<file path="config.mk">
export PLATFORM = sky130hd
export DESIGN_NAME = pp_loop_ctrl_flat
export DESIGN_NICKNAME = d
export VERILOG_FILES = /design/src/rtl/pp_loop_pkg.sv /design/src/rtl/pp_loop_ctrl_if.sv /design/src/rtl/pp_loop_inflight.sv /design/src/rtl/pp_loop_ctrl.sv /design/src/flat_wrapper.sv
export SDC_FILE = /design/constraint.sdc
export NUM_CORES = 1
export LEC_CHECK = 0
export BUFFER_PORTS_ARGS = -buffer_cell sky130_fd_sc_hd__buf_2
export CORE_ASPECT_RATIO = 0.8
export CORE_UTILIZATION = 50
export DETAILED_ROUTE_END_ITERATION = 6
export PLACE_DENSITY = 0.69
export SETUP_SLACK_MARGIN = 0.2
export SYNTH_ARGS = -nofsm -noshare
export SYNTH_HDL_FRONTEND = slang
export SYNTH_SLANG_ARGS = --single-unit
</file>
<file path="constraint.sdc">
create_clock -name clock -period 4 [get_ports clock]
set_clock_uncertainty 0.1 [all_clocks]
set_input_delay 0.4 -clock clock [delete_from_list [all_inputs] [get_ports clock]]
set_output_delay 0.4 -clock clock [all_outputs]
set_load 0.05 [all_outputs]
</file>
<file path="src/rtl/pp_loop_pkg.sv">
// Pipelined-loop controller shared types and constants.
// Also provides the expected start-to-finish latency.
package pp_loop_pkg;

  localparam logic [2:0] S_IDLE  = 3'd0;
  localparam logic [2:0] S_PRE   = 3'd1;
  localparam logic [2:0] S_ITER  = 3'd2;
  localparam logic [2:0] S_DRAIN = 3'd3;
  localparam logic [2:0] S_POST  = 3'd4;
  localparam logic [2:0] S_DONE  = 3'd5;

  localparam int POST_CYCLES = 3;

  typedef enum logic [2:0] {
    ST_IDLE  = S_IDLE,
    ST_PRE   = S_PRE,
    ST_ITER  = S_ITER,
    ST_DRAIN = S_DRAIN,
    ST_POST  = S_POST,
    ST_DONE  = S_DONE
  } pp_state_e;

  // Cycles from start-accept edge to finish, no stall.
  function automatic int pp_latency(
    input int n,
    input int ii,
    input int depth
  );
    if (n == 0)
      return 2 + POST_CYCLES;
    return 2 + POST_CYCLES
           + (n - 1) * ii + depth;
  endfunction

endpackage

</file>
<file path="src/rtl/pp_loop_ctrl_if.sv">
// Control/status bundle of the pipelined-loop controller.
// master drives launch and stall; slave is the controller.
interface pp_loop_ctrl_if #(
  parameter int FSM_WIDTH = 3,
  parameter int CNT_W     = 16
);

  logic                 start;
  logic [CNT_W-1:0]     trip_count;
  logic                 stall;
  logic [FSM_WIDTH-1:0] cur_state;
  logic                 pre_states_valid;
  logic [2:0]           post_states_valid;
  logic                 iter_start_enable;
  logic                 iter_start_block;
  logic                 iter_end_enable;
  logic                 iter_end_block;
  logic                 quit_at_end;
  logic                 finish;
  logic                 busy;
  logic [CNT_W-1:0]     iter_idx;

  modport master (
    output start,
    output trip_count,
    output stall,
    input  cur_state,
    input  pre_states_valid,
    input  post_states_valid,
    input  iter_start_enable,
    input  iter_start_block,
    input  iter_end_enable,
    input  iter_end_block,
    input  quit_at_end,
    input  finish,
    input  busy,
    input  iter_idx
  );

  modport slave (
    input  start,
    input  trip_count,
    input  stall,
    output cur_state,
    output pre_states_valid,
    output post_states_valid,
    output iter_start_enable,
    output iter_start_block,
    output iter_end_enable,
    output iter_end_block,
    output quit_at_end,
    output finish,
    output busy,
    output iter_idx
  );

endinterface

</file>
<file path="src/rtl/pp_loop_inflight.sv">
// In-flight tracker: one bit per issued iteration,
// shifted each unstalled cycle; the top bit is its end.
module pp_loop_inflight #(
  parameter int DEPTH = 5
) (
  input  logic clk_i,
  input  logic rst_i,
  input  logic en_i,
  input  logic push_i,
  output logic end_o,
  output logic busy_o
);

  localparam int W = (DEPTH > 1) ? DEPTH - 1 : 1;

  logic [W-1:0] sr_q;
  logic [W-1:0] sr_d;

  always_comb begin
    sr_d    = sr_q << 1;
    sr_d[0] = push_i;
  end

  always_ff @(posedge clk_i) begin
    if (rst_i)
      sr_q <= '0;
    else if (en_i)
      sr_q <= sr_d;
  end

  // DEPTH=1 ends in the issue cycle, so nothing stays in flight.
  assign end_o  = (DEPTH == 1) ? push_i : sr_q[W-1];
  assign busy_o = (DEPTH == 1) ? 1'b0 : |sr_d;

endmodule

</file>
<file path="src/rtl/pp_loop_ctrl.sv">
// Pipelined-loop sequencer: PRE, issue every II cycles,
// drain the pipeline, three POST cycles, finish pulse.
import pp_loop_pkg::*;

module pp_loop_ctrl #(
  parameter int FSM_WIDTH = 3,
  parameter int CNT_W     = 16,
  parameter int II        = 2,
  parameter int DEPTH     = 5
) (
  input logic        clock,
  input logic        reset,
  pp_loop_ctrl_if.slave bus
);

  localparam int PH_W = (II > 1) ? $clog2(II) : 1;

  pp_state_e        state_q;
  logic [CNT_W-1:0] trip_q;
  logic [CNT_W-1:0] cnt_q;
  logic [CNT_W-1:0] idx_q;
  logic [PH_W-1:0]  ph_q;
  logic [1:0]       post_q;

  logic adv;
  logic iss_due;
  logic iss_fire;
  logic last_iss;
  logic end_due;
  logic end_fire;
  logic pend;

  assign adv      = !bus.stall;
  assign iss_due  = (state_q == ST_ITER) && (ph_q == '0);
  assign iss_fire = iss_due && adv;
  assign last_iss = (cnt_q == trip_q - CNT_W'(1));
  assign end_fire = end_due && adv;

  pp_loop_inflight #(
    .DEPTH (DEPTH)
  ) u_inflight (
    .clk_i  (clock),
    .rst_i  (reset),
    .en_i   (adv),
    .push_i (iss_due),
    .end_o  (end_due),
    .busy_o (pend)
  );

  always_ff @(posedge clock) begin
    if (reset) begin
      state_q <= ST_IDLE;
      trip_q  <= '0;
      cnt_q   <= '0;
      idx_q   <= '0;
      ph_q    <= '0;
      post_q  <= '0;
    end else begin
      unique case (state_q)
        ST_IDLE: begin
          if (bus.start) begin
            state_q <= ST_PRE;
            trip_q  <= bus.trip_count;
            cnt_q   <= '0;
            idx_q   <= '0;
            ph_q    <= '0;
          end
        end
        ST_PRE: begin
          if (adv) begin
            post_q  <= '0;
            state_q <= (trip_q != '0)
                       ? ST_ITER : ST_POST;
          end
        end
        ST_ITER: begin
          if (adv) begin
            ph_q <= (ph_q == PH_W'(II - 1))
                    ? '0 : ph_q + PH_W'(1);
            if (iss_due) begin
              idx_q <= cnt_q;
              // count saturates on the final issue
              if (last_iss)
                state_q <= pend
                           ? ST_DRAIN : ST_POST;
              else
                cnt_q <= cnt_q + CNT_W'(1);
            end
          end
        end
        ST_DRAIN: begin
          if (end_fire && !pend)
            state_q <= ST_POST;
        end
        ST_POST: begin
          if (adv) begin
            post_q <= post_q + 2'd1;
            if (post_q == 2'(POST_CYCLES - 1))
              state_q <= ST_DONE;
          end
        end
        ST_DONE: begin
          if (adv)
            state_q <= ST_IDLE;
        end
        default: state_q <= ST_IDLE;
      endcase
    end
  end

  assign bus.cur_state         = FSM_WIDTH'(state_q);
  assign bus.pre_states_valid  = (state_q == ST_PRE);
  assign bus.post_states_valid = (state_q == ST_POST)
                                 ? (3'b001 << post_q)
                                 : 3'b000;
  assign bus.iter_start_enable = iss_fire;
  assign bus.iter_start_block  = iss_due && !adv;
  assign bus.iter_end_enable   = end_fire;
  assign bus.iter_end_block    = end_due && !adv;
  assign bus.quit_at_end       = end_fire && !pend &&
                                 ((state_q == ST_DRAIN) ||
                                  (iss_due && last_iss));
  assign bus.finish            = (state_q == ST_DONE) && adv;
  assign bus.busy              = (state_q != ST_IDLE);
  assign bus.iter_idx          = iss_fire ? cnt_q : idx_q;

endmodule

</file>
<file path="src/flat_wrapper.sv">
// flat-port wrapper written by rule: the top's interface ports become plain ports
module pp_loop_ctrl_flat 
#(
  parameter int FSM_WIDTH = 3,
  parameter int CNT_W     = 16,
  parameter int II        = 2,
  parameter int DEPTH     = 5
)
  (clock, reset, bus_start, bus_trip_count, bus_stall, bus_cur_state, bus_pre_states_valid, bus_post_states_valid, bus_iter_start_enable, bus_iter_start_block, bus_iter_end_enable, bus_iter_end_block, bus_quit_at_end, bus_finish, bus_busy, bus_iter_idx);
  pp_loop_ctrl_if #(.FSM_WIDTH(FSM_WIDTH), .CNT_W(CNT_W)) bus_i ();
  input logic clock;
  input logic reset;
  input wire logic [$bits(bus_i.start)-1:0] bus_start;
  input wire logic [$bits(bus_i.trip_count)-1:0] bus_trip_count;
  input wire logic [$bits(bus_i.stall)-1:0] bus_stall;
  output wire logic [$bits(bus_i.cur_state)-1:0] bus_cur_state;
  output wire logic [$bits(bus_i.pre_states_valid)-1:0] bus_pre_states_valid;
  output wire logic [$bits(bus_i.post_states_valid)-1:0] bus_post_states_valid;
  output wire logic [$bits(bus_i.iter_start_enable)-1:0] bus_iter_start_enable;
  output wire logic [$bits(bus_i.iter_start_block)-1:0] bus_iter_start_block;
  output wire logic [$bits(bus_i.iter_end_enable)-1:0] bus_iter_end_enable;
  output wire logic [$bits(bus_i.iter_end_block)-1:0] bus_iter_end_block;
  output wire logic [$bits(bus_i.quit_at_end)-1:0] bus_quit_at_end;
  output wire logic [$bits(bus_i.finish)-1:0] bus_finish;
  output wire logic [$bits(bus_i.busy)-1:0] bus_busy;
  output wire logic [$bits(bus_i.iter_idx)-1:0] bus_iter_idx;
  assign bus_i.start = bus_start;
  assign bus_i.trip_count = bus_trip_count;
  assign bus_i.stall = bus_stall;
  assign bus_cur_state = bus_i.cur_state;
  assign bus_pre_states_valid = bus_i.pre_states_valid;
  assign bus_post_states_valid = bus_i.post_states_valid;
  assign bus_iter_start_enable = bus_i.iter_start_enable;
  assign bus_iter_start_block = bus_i.iter_start_block;
  assign bus_iter_end_enable = bus_i.iter_end_enable;
  assign bus_iter_end_block = bus_i.iter_end_block;
  assign bus_quit_at_end = bus_i.quit_at_end;
  assign bus_finish = bus_i.finish;
  assign bus_busy = bus_i.busy;
  assign bus_iter_idx = bus_i.iter_idx;
  pp_loop_ctrl #(.FSM_WIDTH(FSM_WIDTH), .CNT_W(CNT_W), .II(II), .DEPTH(DEPTH)) u_core (.clock(clock), .reset(reset), .bus(bus_i));
endmodule
</file>
==> results.json <==
{
  "outcome": "finished, final reports clean",
  "htree_levels": 3,
  "die-area_mm2": 0.00698,
  "maxCapViolCount": 0,
  "cts_setup_buffers": 0,
  "grt_usage_pct": 24.0,
  "synth_common_cells": "nand2_1, dfxtp_1, a21oi_1, nor2_1, clkbuf_1",
  "diodes": 0,
  "fill_cells": 583,
  "boundaryPins": 50,
  "globalRouteOverflowTotal": 0,
  "yosysUniqueCellTypes": 60,
  "slew_headroom_pct": 42.3,
  "vias": 3073,
  "report.final.slew_viol_count": 0,
  "hold_violations": 0,
  "power_density_mw_per_mm2": 563,
  "tightest_slew_ns": 0.865,
  "clk_latency_ns": 0.36,
  "leakagePower_nw": 1.53,
  "port_buffers": 49,
  "grt_max_degree": 47,
  "cts_tree": "built",
  "drt_iter0_drc": 164,
  "numCtsBuffers": 9,
  "rsz0062_at_grt": "false",
  "max_freq_mhz": 301,
  "cts_sinks": 58,
  "post-synth-top-area-cell": "dfxtp_1",
  "grt_pass1_vias": 2639,
  "holdWs_ns": 0.184,
  "syn_inst": 430,
  "synth_area_mm2": 0.00332,
  "die_x_um": 93.2,
  "hold_class": "in -> reg",
  "power_mw": 2.14,
  "rows": 26,
  "wl_mm": 7.77,
  "drcViolationCount": 0,
  "ir_drop_mv": 0.287,
  "switching_share_pct": 38.4,
  "path_clk_slew_ns": 0.07,
  "cp_data_arrival_time_ns": 2.83,
  "gp_congestion": 0.846,
  "layout-drive-gt1-share_pct": 22.4,
  "grt_pass1_wl_mm": 12.8,
  "p_comb_share_pct": 35.1,
  "avgSynthCellArea_um2": 7.73,
  "synth_top_area_share_pct": 34.9,
  "finish.utilization_pct": 59.3,
  "yosysSeqAreaShare_pct": 34.9,
  "clockBufferDepth": 2,
  "synth-edff-count": 0,
  "grtUsageMet2_pct": 38.2,
  "layout_min_cycle_time_ns": 3.33,
  "holdPathStages": 3,
  "antenna_found_initial": 0,
  "ys.warnings.count": 0,
  "p_int_mw": 1.32,
  "wl_per_cell_um": 14.0,
  "cp-start-kind": "register",
  "final_nets": 495,
  "drt-vias-per-instance": 5.52,
  "die_h_um": 74.9,
  "power_frac_clock_pct": 31.1,
  "seqPwrFrac_pct": 33.7,
  "dr.pass1.iters": 5,
  "cts_resized": 0,
  "yosys-top-cells-area": "dfxtp_1, nand2_1, a21oi_1",
  "end_kind": "output pin",
  "hold_buffers": 0,
  "async_reset_ff_share_pct": 0,
  "finalCritPeriodShare_pct": 83.1,
  "required_ns": 3.50,
  "p_sw_mw": 0.821,
  "crit_path_max_fanout": 19,
  "ys_seq_elements": 58,
  "place_ws_ns": 0.780,
  "dp_hpwl_mm": 5.45,
  "reg2regPathDepth": 10,
  "tns_ns": 0,
  "final.setup.worst_slack_ns": 0.674,
  "syn_nets": 456,
  "met1_usage_pct": 31.6,
  "area_growth_pct": 14.3,
  "cts_root_buf": "clkbuf_8",
  "crit_type": "reg -> out",
  "multi_input_area_mm2": 0.00198,
  "finalSetupViolCount": 0,
  "start_util_pct": 51.9,
  "core_mm2": 0.00641,
  "grt_use_met3_pct": 7.47,
  "yosysMostFrequentCell": "nand2_1",
  "ant_nets": 0,
  "regArea_mm2": 0.00116,
  "busiest_layer": "met2",
  "ys.flop_type": "dfxtp_1"
}
## critical path, stage by stage, from the launching register on
cell,delay [ns]
dfxtp_1,0.63
nand2_1,0.24
or3_1,0.36
buf_4,0.21
inv_1,0.36
buf_4,0.25
nand2_1,0.09
nand2_1,0.08
buf_2,0.25
## kinds of logic after synthesis
| logic type | count (synthesis) | share of synthesized area (%) |
|---|---|---|
| simple gates | 204 | 30.0 |
| compound gates | 103 | 21.1 |
| flops | 58 | 34.9 |
| mux | 3 | 0.904 |
| buf+inv | 36 | 5.57 |
| xor+xnor | 20 | 5.27 |
| fa+ha+maj | 6 | 2.26 |
## worst paths after layout
kind / start / end / slack, ns
max: u_core.bus.cur_state[1] / bus_iter_idx[6] / 0.67
min reg2reg: u_core.idx_q[6] / u_core.idx_q[6] / 0.35
max reg2reg: u_core.trip_q[0] / u_core.cnt_q[15] / 0.74
min: bus_trip_count[9] / u_core.trip_q[9] / 0.18
## metrics by stage
stage / instances / cell area [µm²]
CTS: 557 / 3800
finish: 557 / 3800
global placement: 542 / 3560
detailed placement: 542 / 3560
floorplan: 430 / 3320
global route: 557 / 3800
## flip-flops by register name, indices dropped and copies added, names as in the netlist
register	cells
u_core.post_q	2
u_core.ph_q	1
u_core.idx_q	16
u_core.u_inflight.sr_q	4
u_core.cnt_q	16
u_core.bus.cur_state	3
u_core.trip_q	16
## cells in the final DEF, fill, tap and decap left out, drive strengths merged, types with 4 or more instances in the layout
cell and instances:
inv 11, a21oi 54, nand3 7, dfxtp 58
xor2 7, ha 6, a31oi 4, or3 18
o21ai 23, buf 53, clkbuf 10, nand2b 4
xnor2 13, nor3 10, nand2 116, nor2 19
and3 9, nor4 5
## power by group through the flow
stage,Clock [mW],Combinational (mW),Sequential [mW]
2_1_floorplan,0,0.615,0.716
3_3_place_gp,0,0.737,0.730
3_5_place_dp,0,0.747,0.731
4_1_cts,0.679,0.753,0.719
5_1_grt,0.708,0.834,0.732
6_report,0.667,0.752,0.722
## metal layers
layer / vias up / routed length, µm
li1: 1562 / -
met1: 1434 / 3790
met2: 69 / 3540
met3: 8 / 371
met4: 0 / 75
met5: - / 0
## cell type report
class,instances,share of cell area (%)
clock inverter,5,2.70
inverter,11,1.09
tap,84,2.77
clock buffer,10,3.62
timing repair buffer,53,7.24
sequential,58,30.6
multi-input combinational,336,52.0
(Power assumes the default switching activity.)
